**config.mk**
```make
export PLATFORM = sky130hd
export DESIGN_NAME = alu
export DESIGN_NICKNAME = d
export VERILOG_FILES = /design/src/rtl/alu_pkg.sv /design/src/rtl/alu_adder.sv /design/src/rtl/alu.sv
export SDC_FILE = /design/constraint.sdc
export NUM_CORES = 1
export LEC_CHECK = 0
export ABC_AREA = 1
export BUFFER_PORTS_ARGS = -buffer_cell sky130_fd_sc_hd__buf_2
export CORE_UTILIZATION = 47
export DETAILED_ROUTE_END_ITERATION = 16
export PLACE_DENSITY_LB_ADDON = 0.12
export REMOVE_ABC_BUFFERS = 1
export SETUP_SLACK_MARGIN = 0.4
export SLEW_MARGIN = 10
export SYNTH_ARGS = -nofsm -noshare
export SYNTH_HDL_FRONTEND = slang
export SYNTH_HIERARCHICAL = 1
export SYNTH_SLANG_ARGS = --single-unit
```
**constraint.sdc**
```tcl
create_clock -name clock -period 3.9 [get_ports clock]
set_input_delay 0.585 -clock clock [delete_from_list [all_inputs] [get_ports clock]]
set_output_delay 0.585 -clock clock [all_outputs]
set_load 0.05 [all_outputs]
```
**src/rtl/alu_pkg.sv**
```systemverilog
// rtl/alu_pkg.sv - opcode and width constants shared by the ALU and its bench
package alu_pkg;

  localparam int DATA_W = 32;

  localparam logic [4:0] OP_ADD = 5'd0;
  localparam logic [4:0] OP_SUB = 5'd1;
  localparam logic [4:0] OP_AND = 5'd2;
  localparam logic [4:0] OP_OR  = 5'd3;
  localparam logic [4:0] OP_SLL = 5'd4;
  localparam logic [4:0] OP_SRA = 5'd5;

endpackage

```
**src/rtl/alu_adder.sv**
```systemverilog
// rtl/alu_adder.sv - 32-bit parallel-prefix carry-lookahead adder with signed overflow
module alu_adder
  import alu_pkg::*;
(
  input  logic [DATA_W-1:0] a,
  input  logic [DATA_W-1:0] b,
  input  logic              cin,
  output logic [DATA_W-1:0] sum,
  output logic              overflow
);

  logic [DATA_W-1:0] gen;
  logic [DATA_W-1:0] prop;
  logic [DATA_W-1:0] grp_g;
  logic [DATA_W-1:0] grp_p;
  logic [DATA_W-1:0] nxt_g;
  logic [DATA_W-1:0] nxt_p;
  logic [DATA_W-1:0] carry;

  // Kogge-Stone prefix: after five doubling levels grp_g[i]/grp_p[i] span bits i..0
  always_comb begin
    gen   = a & b;
    prop  = a ^ b;
    grp_g = gen;
    grp_p = prop;
    nxt_g = gen;
    nxt_p = prop;
    for (int lvl = 0; lvl < 5; lvl++) begin
      nxt_g = grp_g;
      nxt_p = grp_p;
      for (int i = (1 << lvl); i < DATA_W; i++) begin
        nxt_g[i] = grp_g[i] | (grp_p[i] & grp_g[i - (1 << lvl)]);
        nxt_p[i] = grp_p[i] & grp_p[i - (1 << lvl)];
      end
      grp_g = nxt_g;
      grp_p = nxt_p;
    end
    carry = {grp_g[DATA_W-2:0] | (grp_p[DATA_W-2:0] & {(DATA_W-1){cin}}), cin};
  end

  assign sum      = prop ^ carry;
  assign overflow = (a[DATA_W-1] == b[DATA_W-1]) && (sum[DATA_W-1] != a[DATA_W-1]);

endmodule

```
**src/rtl/alu.sv**
```systemverilog
// rtl/alu.sv - single-cycle 32-bit ALU with registered result and compare/overflow flags
module alu
  import alu_pkg::*;
(
  input  logic              clock,
  input  logic              reset,
  input  logic [DATA_W-1:0] data_operandA,
  input  logic [DATA_W-1:0] data_operandB,
  input  logic [4:0]        ctrl_ALUopcode,
  input  logic [4:0]        ctrl_shiftamt,
  output logic [DATA_W-1:0] data_result,
  output logic              isNotEqual,
  output logic              isLessThan,
  output logic              overflow
);

  logic              is_sub;
  logic [DATA_W-1:0] add_b;
  logic [DATA_W-1:0] add_sum;
  logic              add_ovf;
  logic [DATA_W-1:0] sll_val;
  logic [DATA_W-1:0] sra_val;

  logic [DATA_W-1:0] result_d, result_q;
  logic              ne_d, ne_q;
  logic              lt_d, lt_q;
  logic              ovf_d, ovf_q;

  // One adder serves both ADD and SUB; SUB feeds ~B with carry-in 1
  assign is_sub = (ctrl_ALUopcode == OP_SUB);
  assign add_b  = is_sub ? ~data_operandB : data_operandB;

  alu_adder u_adder (
    .a        (data_operandA),
    .b        (add_b),
    .cin      (is_sub),
    .sum      (add_sum),
    .overflow (add_ovf)
  );

  always_comb begin
    sll_val = data_operandA;
    sra_val = data_operandA;
    for (int s = 0; s < 5; s++) begin
      if (ctrl_shiftamt[s]) begin
        sll_val = sll_val << (1 << s);
        sra_val = DATA_W'($signed(sra_val) >>> (1 << s));
      end
    end
  end

  // Comparison flags track A-B every cycle; these forms equal |(A-B) and diff[31]^ovf
  assign ne_d = (data_operandA != data_operandB);
  assign lt_d = ($signed(data_operandA) < $signed(data_operandB));

  always_comb begin
    result_d = '0;
    ovf_d    = 1'b0;
    case (ctrl_ALUopcode)
      OP_ADD, OP_SUB: begin
        result_d = add_sum;
        ovf_d    = add_ovf;
      end
      OP_AND:  result_d = data_operandA & data_operandB;
      OP_OR:   result_d = data_operandA | data_operandB;
      OP_SLL:  result_d = sll_val;
      OP_SRA:  result_d = sra_val;
      default: result_d = '0;
    endcase
  end

  always_ff @(posedge clock) begin
    if (reset) begin
      result_q <= '0;
      ne_q     <= 1'b0;
      lt_q     <= 1'b0;
      ovf_q    <= 1'b0;
    end else begin
      result_q <= result_d;
      ne_q     <= ne_d;
      lt_q     <= lt_d;
      ovf_q    <= ovf_d;
    end
  end

  assign data_result = result_q;
  assign isNotEqual  = ne_q;
  assign isLessThan  = lt_q;
  assign overflow    = ovf_q;

endmodule

```
# ---- After elaboration in Yosys (flattened, before gate mapping)
# Index checks and enable logic that the tools add are counted.
dict set report word_totals {
  reg_bits 35
  input_bits 76
  elab_cells 410
}
dict set report op_classes {
  order_cmp 1
  n_eq_ne 8
  mux 12
  bitwise 381
  reduce_logical 4
}
# operator count
set ops {}
lappend ops {{$and A1 B1 Y1} 248}
lappend ops {{$mux W32} 6}
lappend ops {{$pmux W32 S5} 1}
lappend ops {{$mux W31} 5}
lappend ops {{$or A1 B1 Y1} 124}
lappend ops {{$xor A32 B32 Y32} 2}
lappend ops {{$and A31 B31 Y31} 2}
lappend ops {{$and A32 B32 Y32} 1}
lappend ops {{$lt A32 B32 Y1} 1}
lappend ops {{$ne A32 B32 Y1} 1}
lappend ops {{$not A32 Y32} 1}
lappend ops {{$or A32 B32 Y32} 1}
lappend ops {{$or A31 B31 Y31} 1}
lappend ops {{$eq A5 B2 Y1 const B} 2}
lappend ops {{$eq A5 B3 Y1 const B} 2}
lappend ops {{$eq A5 B1 Y1 const B} 1}
lappend ops {{$logic_not A5 Y1} 1}
lappend ops {{$reduce_or A2 Y1} 2}
lappend ops {{$eq A1 B1 Y1} 1}
lappend ops {{$logic_and A1 B1 Y1} 1}
lappend ops {{$ne A1 B1 Y1} 1}
lappend ops {{$not A1 Y1} 1}

# ---- Longest topological paths before layout
# Gate-level depths: netlist (run 1).
dict set report depth {
  depth_word 16
  mapped_depth 24
  mapped_depth_nobuf 23
}

# ---- Cells and area by module
# The synthesis (run 1) kept the hierarchy.
# mod n_inst cells_each area_per_inst_um2 seq_area_each_um2
set by_module_without_submodules {}
lappend by_module_without_submodules {alu 1 1224 7135.6 700.7}
lappend by_module_without_submodules {alu_adder 1 509 2531.2 0.0}

# ---- Worst setup path after synthesis (run 1)
# OpenSTA, ideal clock, no wires.
dict set report synth_path {
  path_type {input to register}
  from {input ctrl_ALUopcode[3]}
  to {register result_q[27], in the netlist data_result[27]}
  setup_ns 0.132
  arrival_time_ns 2.947
  required_ns 3.768
  setup_slack_ns 0.820
  cell_stages 22
  path_buffers 1
  path_cell_list {nor2_2 -> nand3_1 -> nor2_2 -> buf_4 -> xor2_1 -> ha_1 -> nand2_1 -> inv_1 -> nand2_1 -> nand2_1 -> a21oi_1 -> nor2_1 -> nor2_1 -> nand2_1 -> nand2_1 -> nand2_1 -> nand2_1 -> o21ai_0 -> a21oi_1 -> nand2_1 -> nor2_1 -> a21oi_1}
}
dict set report synth_via {
  word_cells_on_any_way 92
  cone_classes {5 x eq/ne; 2 x mux; 83 x bitwise; 2 x reduce/logical}
}
# element line
set synth_lines {}
lappend synth_lines {{start: declaration} alu.sv:9} ;# input logic [4:0] ctrl_ALUopcode,
lappend synth_lines {{$eq A5 B1 Y1 (*)} alu.sv:30} ;# assign is_sub = (ctrl_ALUopcode == OP_SUB);
lappend synth_lines {{$mux W32 (*)} alu.sv:31} ;# assign add_b = is_sub ? ~data_operandB : data_operandB;
lappend synth_lines {{named net add_b[13]} alu.sv:18} ;# logic [DATA_W-1:0] add_b;
lappend synth_lines {{$and A31 B31 Y31 / $xor A32 B32 Y32 (equally long branches)} {alu_adder.sv:22, alu_adder.sv:23}}
lappend synth_lines {{$and A1 B1 Y1 (on tied branches)} {alu_adder.sv:32, alu_adder.sv:33}}
lappend synth_lines {{$or A1 B1 Y1 / $and A1 B1 Y1 (equally long branches)} alu_adder.sv:32} ;# nxt_g[i] = grp_g[i] | (grp_p[i] & grp_g[i - (1 << lvl)]);
lappend synth_lines {{$or A1 B1 Y1} alu_adder.sv:32}
lappend synth_lines {{$and A1 B1 Y1} alu_adder.sv:32}
lappend synth_lines {{$or A1 B1 Y1} alu_adder.sv:32}
lappend synth_lines {{$and A1 B1 Y1} alu_adder.sv:32}
lappend synth_lines {{$or A1 B1 Y1 (2 in a row)} alu_adder.sv:32}
lappend synth_lines {{$or A31 B31 Y31 (*)} alu_adder.sv:38} ;# carry = {grp_g[DATA_W-2:0] | (grp_p[DATA_W-2:0] & {(DATA_W-1){cin}}), cin};
lappend synth_lines {{$xor A32 B32 Y32 (*)} alu_adder.sv:41} ;# assign sum = prop ^ carry;
lappend synth_lines {{named net add_sum[27]} alu.sv:19} ;# logic [DATA_W-1:0] add_sum;
lappend synth_lines {{$pmux W32 S5 (*)} alu.sv:59} ;# case (ctrl_ALUopcode)
lappend synth_lines {{end signal: assignment} alu.sv:79} ;# result_q <= result_d;
lappend synth_lines {{end: declaration} alu.sv:24} ;# logic [DATA_W-1:0] result_d, result_q;
# The timed path passes the listed nets; every way through them passes the cells marked *.
# A chain may end at the register's enable or synchronous reset.

# ---- Worst setup path in the final report (run 1)
dict set report layout_path {
  from {input ctrl_ALUopcode[2]}
  to {register result_q[13], in the netlist data_result[13]}
}
dict set report layout_via {
  word_cells_on_any_way 50
  cone_classes {5 x eq/ne; 2 x mux; 41 x bitwise; 2 x reduce/logical}
}
# element line
set layout_lines {}
lappend layout_lines {{$eq A5 B1 Y1 (*)} alu.sv:30}
lappend layout_lines {{$mux W32 (*)} alu.sv:31}
lappend layout_lines {{named net add_b[12]} alu.sv:18}
lappend layout_lines {{$xor A32 B32 Y32} alu_adder.sv:23} ;# prop = a ^ b;
lappend layout_lines {{$and A1 B1 Y1 (on tied branches)} {alu_adder.sv:32, alu_adder.sv:33}}
lappend layout_lines {{$or A1 B1 Y1, or another cell as far along (3 in a row)} alu_adder.sv:32}
lappend layout_lines {{$or A1 B1 Y1 / $and A31 B31 Y31 (equally long branches)} {alu_adder.sv:32, alu_adder.sv:38}}
lappend layout_lines {{$or A31 B31 Y31 (*)} alu_adder.sv:38}
lappend layout_lines {{$xor A32 B32 Y32 (*)} alu_adder.sv:41}
lappend layout_lines {{named net add_sum[13]} alu.sv:19}
lappend layout_lines {{$pmux W32 S5 (*)} alu.sv:59}
# Marked as above.

==> impl_results.md, run 1 <==
* Setup WS post-layout at 493 ps
* Status: completed
* VDD IR max at 191 uV
* CTS H-tree lvls at 2
* Initial Utilization at 0.479
* Post-route cell area at 0.0110 mm^2
* Final core occ at 0.544
* Hold Path Class: in -> reg
* Max Cap Viol at 0
* Vias per inst at 5.68
* Post-synthesis adder-cell area fraction at 0.166
* Slew at the pin closest to its max-slew limit at 945 ps
* Xor-xnor portion of the synthesized cell area at 0.0426
* Routed Antenna Nets at 0
* Rows at 52
* Worst Path Required at 4110 ps
* Cells taking the most area after synthesis: nand3_1 21%, nand2_1 18%, ha_1 16%
* Mux share of post-synthesis cell area at 0
* RSZ-0062 raised after global routing: no
* Met3 Resource Use GR at 0.0292
* 1st-pass router iterations at 6
* CP arrival at 3620 ps
* WS Path Type: in -> reg
* Final setup fails at 0
* Total I/O pin count at 111
* Yosys synthesis warning count at 6
* Avg Cell Area, Syn at 5.58 um^2
* Worst-path maximum fanout at 10
* Port bufs at 110
* Met2 usage at 0.535
* Compound-Gate Fraction of Synth Area at 0.0890
* Post-synth cell types at 46
* Area added between synthesis and finish at 13.4%
* Pint at 0.00112 W
* Vias in the first global route at 10600
* Sequential share of power at 0.170
* Clock Power Share at 0.221
* Power Dens Cells at 201 mW/mm^2
* Placed inst area at 0.0102 mm^2
* Final Hold Viols at 0
* Initial antenna violation count at 0
* Synth Area in Simple Gates at 0.498
* Hold Path Depth at 5
* Post-Route Setup TNS at 0 ps
* Setup crit start: ctrl_ALUopcode[2]
* Hold_sp: ctrl_ALUopcode[1]
* Final HPWL DP at 28300 um
* Full die area at 0.0211 mm^2
* Via count at 11900
* Flops & latches, synth at 35
* Gr usage total at 0.330
* Gate power share at 0.609
* First-pass GRT wire length at 55300 um
* Clk slew on worst S/H paths at 60 ps
* Fin crit period at 3410 ps
* Number of remaining DRC errors at 0
* Largest family of logic cells by synthesized area: simple AND/OR/NAND/NOR gates
* Fraction of registers with async set/reset at 0
* Post-Syn Instances at 1733
* Final nets at 2022
* Die W at 145 um
* Number of synthesized flops with an enable pin at 0
* Sw Pwr at 0.00108 W
* Fin crit share at 0.874
* Antenna Cells at 0
* Total CTS buffers at 5
* Met1 usage at 0.438
* Post-synthesis instance area at 0.00967 mm^2
* Core ar. at 0.0202 mm^2
* Placer Congestion at 0.965
* Layout cells sized above 1 at 0.161
* Fmax at 0.294 GHz
* Switch share at 0.491
* Total gr overflow at 0
* CTS tree: done
* Fin. max-slew vios at 0
* Startpoint Class: primary input
* CTS sink cnt at 35
* GR peak layer: met2
* CTS Root Cell: clkbuf_16
* Sequential fraction of the synthesis area at 0.0725
* 1st-iter DRT viols at 1326
* Biggest area consumer among synthesized cells: nand3_1
* Die Y at 145 um
* Max Root-Sink Buffers at 2
* Top FF cell, synth: dfxtp_1
* Pleak at 6.13 nW
* Yosys top cell area share at 0.206
* DR WL/cell at 17.8 um
* Setup crit end kind: flop
* Relative max-transition margin at 0.369
* Dpl ws at 106 ps
* Largest net degree at the start of global routing at 65
* Final Routed Wirelength at 37200 um
* Min-Delay Endpoint: overflow
-- registers in the layout, indices dropped and copies added (netlist names) --
name and cells:
overflow 1, data_result 32, isNotEqual 1, isLessThan 1
-- critical path: stages --
cell and delay (ps):
buf_2 130, nor2_4 150, nand3_4 100, nor2_4 110, buf_4 150, buf_12 160, xor2_1 190, ha_1 310
buf_4 160, nand2_1 90, inv_1 70, nand2_2 90, nor2_1 60, nor2_2 110, nand2_2 100, buf_4 150
xor2_1 260, nand2_1 90, o211a_1 160, o21ai_1 110, inv_1 100, a21oi_2 160
-- metal layers --
metal  vias up  wire length [um]
li1       5770                 -
met1      5362             15700
met2       602             16400
met3       129              2940
met4         0              2150
met5         -                 0
-- cells by family (layout without fill, tap and decap cells) --
family          after synthesis  count (layout)
compound gates              157             157
xor+xnor                     47              47
fa+ha+maj                   128             128
buf+inv                     293             379
flops                        35              35
simple gates               1073            1073
-- what timing repair did --
action                     4_1_cts  5_1_grt
gates resized for setup          1       67
pin swaps                        0       28
setup buffers                    0       24
setup endpoints to repair        1       20
gates cloned                     0        4
hold buffers                     0        0
-- power by group through the flow --
| stage | Combinational [W] | Clock [W] | Sequential (W) |
|---|---|---|---|
| after detailed placement | 0.00123 | 0 | 0.000382 |
| after global placement | 0.00122 | 0 | 0.000382 |
| after CTS | 0.00123 | 0.000485 | 0.000375 |
| after floorplan | 0.000777 | 0 | 0.000431 |
| after global routing | 0.00147 | 0.000501 | 0.000375 |
| final | 0.00134 | 0.000486 | 0.000374 |
-- metrics by stage --
stage / hold slack, ps / cells / total power [W]
final: 794 / 2089 / 0.00220
after global routing: 820 / 2089 / 0.00235
after CTS: 797 / 2061 / 0.00209
after detailed placement: 1050 / 2053 / 0.00161
after global placement: 1050 / 2053 / 0.00161
after floorplan: 647 / 1659 / 0.00121
-- cells in the final DEF, fill, tap and decap left out, types with 2 or more instances in the layout --
cell / n
ha_4: 2
nor3_1: 2
o21ai_1: 10
buf_12: 4
nand3_2: 11
a21oi_2: 17
nand4_1: 10
buf_6: 2
buf_2: 110
xor2_1: 38
a21oi_1: 71
clkbuf_16: 7
nor3_2: 3
nand2_1: 460
xor2_2: 6
ha_1: 125
buf_4: 34
nor2_1: 104
o211ai_1: 5
dfxtp_1: 35
inv_2: 6
o21bai_1: 9
a21o_1: 3
nor2_2: 15
inv_1: 211
and2_4: 2
nand2_4: 3
o211a_1: 3
or2_2: 4
o21ai_0: 35
nand3_1: 395
nor2_4: 9
xnor2_1: 2
nand2_2: 50
-- cell usage after synthesis (all sizes together), types with 2 or more instances --
cell type  number
xor2           45
and2            3
o21ai          45
a21o            3
nor2          128
o211a           3
or2             5
dfxtp          35
clkbuf         12
nand3         407
buf            62
nand2         513
inv           219
o21bai          9
nand4          10
ha            127
nor3            5
a21oi          88
o211ai          5
xnor2           2
-- layout make-up --
class | instances | area, um^2
clock buffer | 6 | 139
inverter | 219 | 832
sequential | 35 | 701
clock inverter | 2 | 35.0
timing repair buffer | 152 | 958
multi-input combinational | 1405 | 7960
tap | 270 | 338
fill | 2219 | 9210
-- worst max-delay path by stage --
stage | end | slack, ps | cells past startpoint
after floorplan | data_result[21] | -300 | 20
after global placement | data_result[26] | 140 | 22
after detailed placement | data_result[26] | 110 | 22
after CTS | data_result[24] | 450 | 23
after global routing | data_result[30] | 320 | 25
final | data_result[13] | 490 | 22
Power figures use the tool's default switching activity.
==> run 2, diff against run 1 <==
--- a/config.mk
+++ b/config.mk
@@ -9,7 +9,7 @@
 export BUFFER_PORTS_ARGS = -buffer_cell sky130_fd_sc_hd__buf_2
 export CORE_UTILIZATION = 47
 export DETAILED_ROUTE_END_ITERATION = 16
-export PLACE_DENSITY_LB_ADDON = 0.12
+export PLACE_DENSITY = 0.68
 export REMOVE_ABC_BUFFERS = 1
 export SETUP_SLACK_MARGIN = 0.4
 export SLEW_MARGIN = 10
==> constraint.sdc (replaced) <==
create_clock -name clock -period 3.9 [get_ports clock]
set_input_delay 0.585 -clock clock [delete_from_list [all_inputs] [get_ports clock]]
set_output_delay 0.585 -clock clock [all_outputs]
set_load 0.02 [all_outputs]
==> impl_results.md, run 2 (synthesized netlist as in run 1, its figures left out) <==
* Status: completed (unchanged)
* Hold Path Depth at 5 (unchanged)
* Total I/O pin count at 111 (unchanged)
* CP bufs+invs at 3 (was 7)
* VDD IR max at 134 uV (was 191 uV)
* Total CTS buffers at 5 (unchanged)
* Startpoint Class: primary input (unchanged)
* Fin. max-slew vios at 0 (unchanged)
* Final setup fails at 0 (unchanged)
* Worst path slowest cell: ha_2 (was ha_1)
* Clk slew on worst S/H paths at 70 ps (was 60 ps)
* Total gr overflow at 0 (unchanged)
* Crit-path max cell delay at 380 ps (was 310 ps)
* Gate power share at 0.616 (was 0.609)
* Vias in the first global route at 10600 (about the same)
* Initial Utilization at 0.479 (unchanged)
* CTS Root Cell: clkbuf_16 (unchanged)
* Sequential share of power at 0.180 (was 0.170)
* Placed inst area at 0.0103 mm^2 (was 0.0102 mm^2)
* Antenna Cells at 0 (unchanged)
* Max reg flops at 32 (unchanged)
* Hold_sp: data_operandB[0] (was ctrl_ALUopcode[1])
* Port bufs at 110 (unchanged)
* Relative max-transition margin at 0.449 (was 0.369)
* Fin crit share at 0.870 (was 0.874)
* CP arrival at 3530 ps (was 3620 ps)
* Core ar. at 0.0202 mm^2 (unchanged)
* CP Depth at 21 (was 22)
* Setup WS post-layout at 507 ps (was 493 ps)
* CTS H-tree lvls at 2 (unchanged)
* Pleak at 6.05 nW (was 6.13 nW)
* Initial antenna violation count at 0 (unchanged)
* Final core occ at 0.533 (was 0.544)
* Full die area at 0.0211 mm^2 (unchanged)
* Layout cells sized above 1 at 0.147 (was 0.161)
* Worst-path maximum fanout at 10 (unchanged)
* Max Cap Viol at 0 (unchanged)
* Largest net degree at the start of global routing at 65 (unchanged)
* Final Routed Wirelength at 36000 um (was 37200 um)
* Vias per inst at 5.65 (was 5.68)
* Tot Pwr at 0.00208 W (was 0.00220 W)
* Dpl ws at 95.4 ps (was 106 ps)
* Fillers at 2184 (was 2219)
* DR WL/cell at 17.3 um (was 17.8 um)
* Switch share at 0.501 (was 0.491)
* Power Dens Cells at 193 mW/mm^2 (was 201 mW/mm^2)
* Hold-fix buffers, CTS at 0 (unchanged)
* Final nets at 2012 (was 2022)
* RSZ-0062 raised after global routing: yes (was no)
* Die Y at 145 um (unchanged)
* 1st-pass router iterations at 6 (unchanged)
* Max Root-Sink Buffers at 2 (unchanged)
* Number of remaining DRC errors at 0 (unchanged)
* Pint at 0.00104 W (was 0.00112 W)
* Area added between synthesis and finish at 11.3% (was 13.4%)
* Most used cell, CP: nand2_1 (was buf_4)
* Crit-path leading delay family: simple AND/OR/NAND/NOR gates (was buffers and inverters)
* Routed Antenna Nets at 0 (unchanged)
* 1st-iter DRT viols at 1315 (was 1326)
* CTS sink cnt at 35 (unchanged)
* Final Hold Viols at 0 (unchanged)
* Fin crit period at 3390 ps (was 3410 ps)
* Post-route cell area at 0.0108 mm^2 (was 0.0110 mm^2)
* Via count at 11700 (was 11900)
* Min-Delay Endpoint: isNotEqual (was overflow)
* Commonest non-fill, non-tap cell in the layout: nand2_1 (unchanged)
* Sw Pwr at 0.00104 W (was 0.00108 W)
* Final HPWL DP at 28300 um (about the same)
* Placer Congestion at 0.992 (was 0.965)
* Hold Path Class: in -> reg (unchanged)
* Most frequent cells in the layout: 462 x nand2_1, 394 x nand3_1, 211 x inv_1 (was 460 x nand2_1, 395 x nand3_1, 211 x inv_1)
* Fmax at 0.295 GHz (was 0.294 GHz)
* Rows at 52 (unchanged)
* Setup crit end kind: flop (unchanged)
* Final hold slack at 788 ps (was 794 ps)
* Gr usage total at 0.332 (was 0.330)
* WS Path Type: in -> reg (unchanged)
* Die W at 145 um (unchanged)
* CP Cell Sequence: buf_2 > nor2_4 > nand3_2 > nor2_4 > buf_4 > clkbuf_16 > xor2_1 > ha_2 > nand2_2 > nor2_1 > nand2_1 > nor2_1 > nand3_2 > nand3_1 > nand2_1 > nand2_1 > o21ai_0 > a21oi_2 > nand2_1 > nor2_1 > a21oi_1 (was buf_2 > nor2_4 > nand3_4 > nor2_4 > buf_4 > buf_12 > xor2_1 > ha_1 > buf_4 > nand2_1 > inv_1 > nand2_2 > nor2_1 > nor2_2 > nand2_2 > buf_4 > xor2_1 > nand2_1 > o211a_1 > o21ai_1 > inv_1 > a21oi_2)
* First-pass GRT wire length at 55500 um (was 55300 um)
* Clock Power Share at 0.204 (was 0.221)
* Slew at the pin closest to its max-slew limit at 827 ps (was 945 ps)
* CTS tree: done (unchanged)
* Worst Path Required at 4040 ps (was 4110 ps)
[run 2: cell type report]
type,count,area (um^2),share of cell area
timing repair buffer,142,867,0.0806
tap,270,338,0.0314
clock buffer,6,139,0.0129
sequential,35,701,0.0651
clock inverter,1,5.00,0.000465
inverter,219,832,0.0773
multi-input combinational,1405,7880,0.732
[run 2: worst max path at each step]
stage / start / end / slack (ps)
5_1_grt: ctrl_ALUopcode[3] / data_result[26] / 330
2_1_floorplan: ctrl_ALUopcode[3] / data_result[21] / -300
3_3_place_gp: ctrl_ALUopcode[3] / data_result[24] / 100
3_5_place_dp: ctrl_ALUopcode[3] / data_result[24] / 100
4_1_cts: ctrl_ALUopcode[3] / data_result[28] / 410
6_report: ctrl_ALUopcode[3] / data_result[28] / 510
[run 2: layer usage]
metal | wire length (um) | track usage | vias up
met4 | 1550 | 0.127 | 0
met3 | 3200 | 0.0361 | 96
met2 | 16400 | 0.553 | 564
met1 | 14900 | 0.438 | 5314
li1 | - | - | 5764
met5 | 0 | 0 | -
[run 2: power groups by stage]
stage / combinational [W] / sequential, W / clock (W)
final: 0.00128 / 0.000375 / 0.000424
after CTS: 0.00121 / 0.000375 / 0.000424
after detailed placement: 0.00120 / 0.000383 / 0
after global routing: 0.00142 / 0.000376 / 0.000433
after global placement: 0.00120 / 0.000383 / 0
after floorplan: 0.000777 / 0.000400 / 0
[run 2: what timing repair did]
action                     CTS  global route
gates resized for setup      1            49
cloned                       0             2
setup endpoints to repair    1            22
buffers inserted             0            10
pin swaps                    0            20
[run 2: metrics by stage]
stage / cells / setup TNS (ps)
floorplan: 1659 / -3440
global placement: 2059 / 0
detailed placement: 2059 / 0
CTS: 2066 / 0
global route: 2078 / 0
finish: 2078 / 0
==> run 3, diff against run 2 <==
--- a/config.mk
+++ b/config.mk
@@ -7,9 +7,10 @@
 export LEC_CHECK = 0
 export ABC_AREA = 1
 export BUFFER_PORTS_ARGS = -buffer_cell sky130_fd_sc_hd__buf_2
-export CORE_UTILIZATION = 47
+export CORE_MARGIN = 2
+export CORE_UTILIZATION = 30
 export DETAILED_ROUTE_END_ITERATION = 16
-export PLACE_DENSITY = 0.68
+export PLACE_DENSITY = 0.49
 export REMOVE_ABC_BUFFERS = 1
 export SETUP_SLACK_MARGIN = 0.4
 export SLEW_MARGIN = 10
==> impl_results.md, run 3 (synthesized netlist as in run 1, its figures left out) <==
* Hold_sp: data_operandB[31] (was data_operandB[0])
* Rows at 65 (was 52)
* Initial antenna violation count at 0 (unchanged)
* Most frequent cells in the layout: 466 x nand2_1, 395 x nand3_1, 211 x inv_1 (was 462 x nand2_1, 394 x nand3_1, 211 x inv_1)
* Initial Utilization at 0.306 (was 0.479)
* Die Y at 184 um (was 145 um)
* Tot Pwr at 0.00209 W (was 0.00208 W)
* Max Cap Viol at 0 (unchanged)
* Commonest non-fill, non-tap cell in the layout: nand2_1 (unchanged)
* Min-Delay Endpoint: data_result[31] (was isNotEqual)
* Final setup fails at 0 (unchanged)
* Dpl cells at 2194 (was 2059)
* First-pass GRT wire length at 60400 um (was 55500 um)
* CP arrival at 3570 ps (was 3530 ps)
* Total gr overflow at 0 (unchanged)
* Hold Path Class: in -> reg (unchanged)
* Power Dens Cells at 191 mW/mm^2 (was 193 mW/mm^2)
* Pleak at 6.07 nW (was 6.05 nW)
* Setup crit end kind: flop (unchanged)
* Gr usage total at 0.233 (was 0.332)
* Dpl ws at 20.4 ps (was 95.4 ps)
* VDD IR max at 161 uV (was 134 uV)
* CTS Root Cell: clkbuf_16 (unchanged)
* Startpoint Class: primary input (unchanged)
* RSZ-0062 raised after global routing: yes (unchanged)
* Core ar. at 0.0316 mm^2 (was 0.0202 mm^2)
* Antenna Cells at 0 (unchanged)
* Final Hold Viols at 0 (unchanged)
* Routed Antenna Nets at 0 (unchanged)
* 1st-iter DRT viols at 881 (was 1315)
* Clk slew on worst S/H paths at 60 ps (was 70 ps)
* Worst-path maximum fanout at 10 (unchanged)
* Largest net degree at the start of global routing at 65 (unchanged)
* Final nets at 2018 (was 2012)
* Placer Congestion at 0.945 (was 0.992)
* Fin crit period at 3420 ps (was 3390 ps)
* Fin crit share at 0.878 (was 0.870)
* Max Root-Sink Buffers at 2 (unchanged)
* Area added between synthesis and finish at 12.7% (was 11.3%)
* Status: completed (unchanged)
* Vias per inst at 5.17 (was 5.65)
* Fmax at 0.292 GHz (was 0.295 GHz)
* Worst Path Required at 4040 ps (about the same)
* Setup WS post-layout at 477 ps (was 507 ps)
* Full die area at 0.0337 mm^2 (was 0.0211 mm^2)
* Die W at 184 um (was 145 um)
* 1st-pass router iterations at 5 (was 6)
* Port bufs at 110 (unchanged)
* Total I/O pin count at 111 (unchanged)
* Fin. max-slew vios at 0 (unchanged)
* Post-Route Setup TNS at 0 ps (unchanged)
* Final Routed Wirelength at 40100 um (was 36000 um)
* Total CTS buffers at 5 (unchanged)
* Finished Layout Cells at 2217 (was 2078)
* CTS H-tree lvls at 2 (unchanged)
* DR WL/cell at 18.1 um (was 17.3 um)
* Final HPWL DP at 32300 um (was 28300 um)
* Max reg flops at 32 (unchanged)
* Layout cells sized above 1 at 0.147 (about the same)
* CTS tree: done (unchanged)
* Final hold slack at 790 ps (was 788 ps)
* Relative max-transition margin at 0.430 (was 0.449)
* Vias in the first global route at 10800 (was 10600)
* Via count at 11500 (was 11700)
* WS Path Type: in -> reg (unchanged)
* Slew at the pin closest to its max-slew limit at 855 ps (was 827 ps)
* CTS sink cnt at 35 (unchanged)
* Hold Path Depth at 6 (was 5)
* Number of remaining DRC errors at 0 (unchanged)
==> run 3: cell type report <==
cell class	instances	area (um^2)
Clock inverter	1	5.00
Inverter	219	832
Timing Repair Buffer	148	886
Fill cell	3637	20700
Clock buffer	7	133
Tap cell	402	503
Multi-Input combinational cell	1405	7840
Sequential cell	35	701
==> run 3: metal layers <==
metal / share of wire / track usage / vias to the layer above
met4: 0.031 / 0.0806 / 0
met1: 0.45 / 0.312 / 5282
met3: 0.047 / 0.0119 / 55
li1: - / - / 5768
met5: 0 / 0 / -
met2: 0.47 / 0.398 / 356
==> run 3: through the flow <==
stage | util | area (um^2)
global route | 0.344 | 10900
floorplan | - | 9220
detailed placement | 0.331 | 10500
CTS | 0.336 | 10600
global placement | 0.331 | 10500
finish | 0.344 | 10900
==> run 3: power by group <==
group / total (W) / switching [W] / internal, W
clock network: 0.000417 / 0.000179 / 0.000237
registers: 0.000375 / 0.00000398 / 0.000371
logic: 0.00129 / 0.000878 / 0.000416
==> run 3: worst max path at each step <==
stage / depth (start not counted) / slack, ps / endpoint / start
after floorplan: 20 / -300 / data_result[21] / ctrl_ALUopcode[3]
after global placement: 20 / -20 / data_result[28] / ctrl_ALUopcode[3]
after detailed placement: 20 / 20 / data_result[28] / ctrl_ALUopcode[3]
after CTS: 23 / 440 / data_result[26] / ctrl_ALUopcode[3]
after global routing: 24 / 300 / data_result[21] / ctrl_ALUopcode[3]
final: 21 / 480 / data_result[28] / ctrl_ALUopcode[3]
==> run 3: worst max-delay path, stage by stage <==
cell,delay (ps)
buf_2,120
nor2_4,120
nand3_2,110
nor2_4,190
buf_4,150
buf_12,140
xor2_1,80
ha_2,410
nand2_1,130
nor2_2,170
nand2_1,150
nor2_1,170
nand3_2,170
nand3_1,130
nand2_1,70
nand2_1,60
o21ai_0,100
a21oi_2,200
nand2_1,90
nor2_2,120
a21oi_1,70
==> run 3: what timing repair did <==
| action | in CTS | in global routing |
|---|---|---|
| setup endpoints to repair | 1 | 13 |
| setup buffers | 0 | 14 |
| hold buffers | 0 | 0 |
| pin swaps | 0 | 8 |
| gates cloned | 0 | 1 |
| gates resized for setup | 2 | 40 |
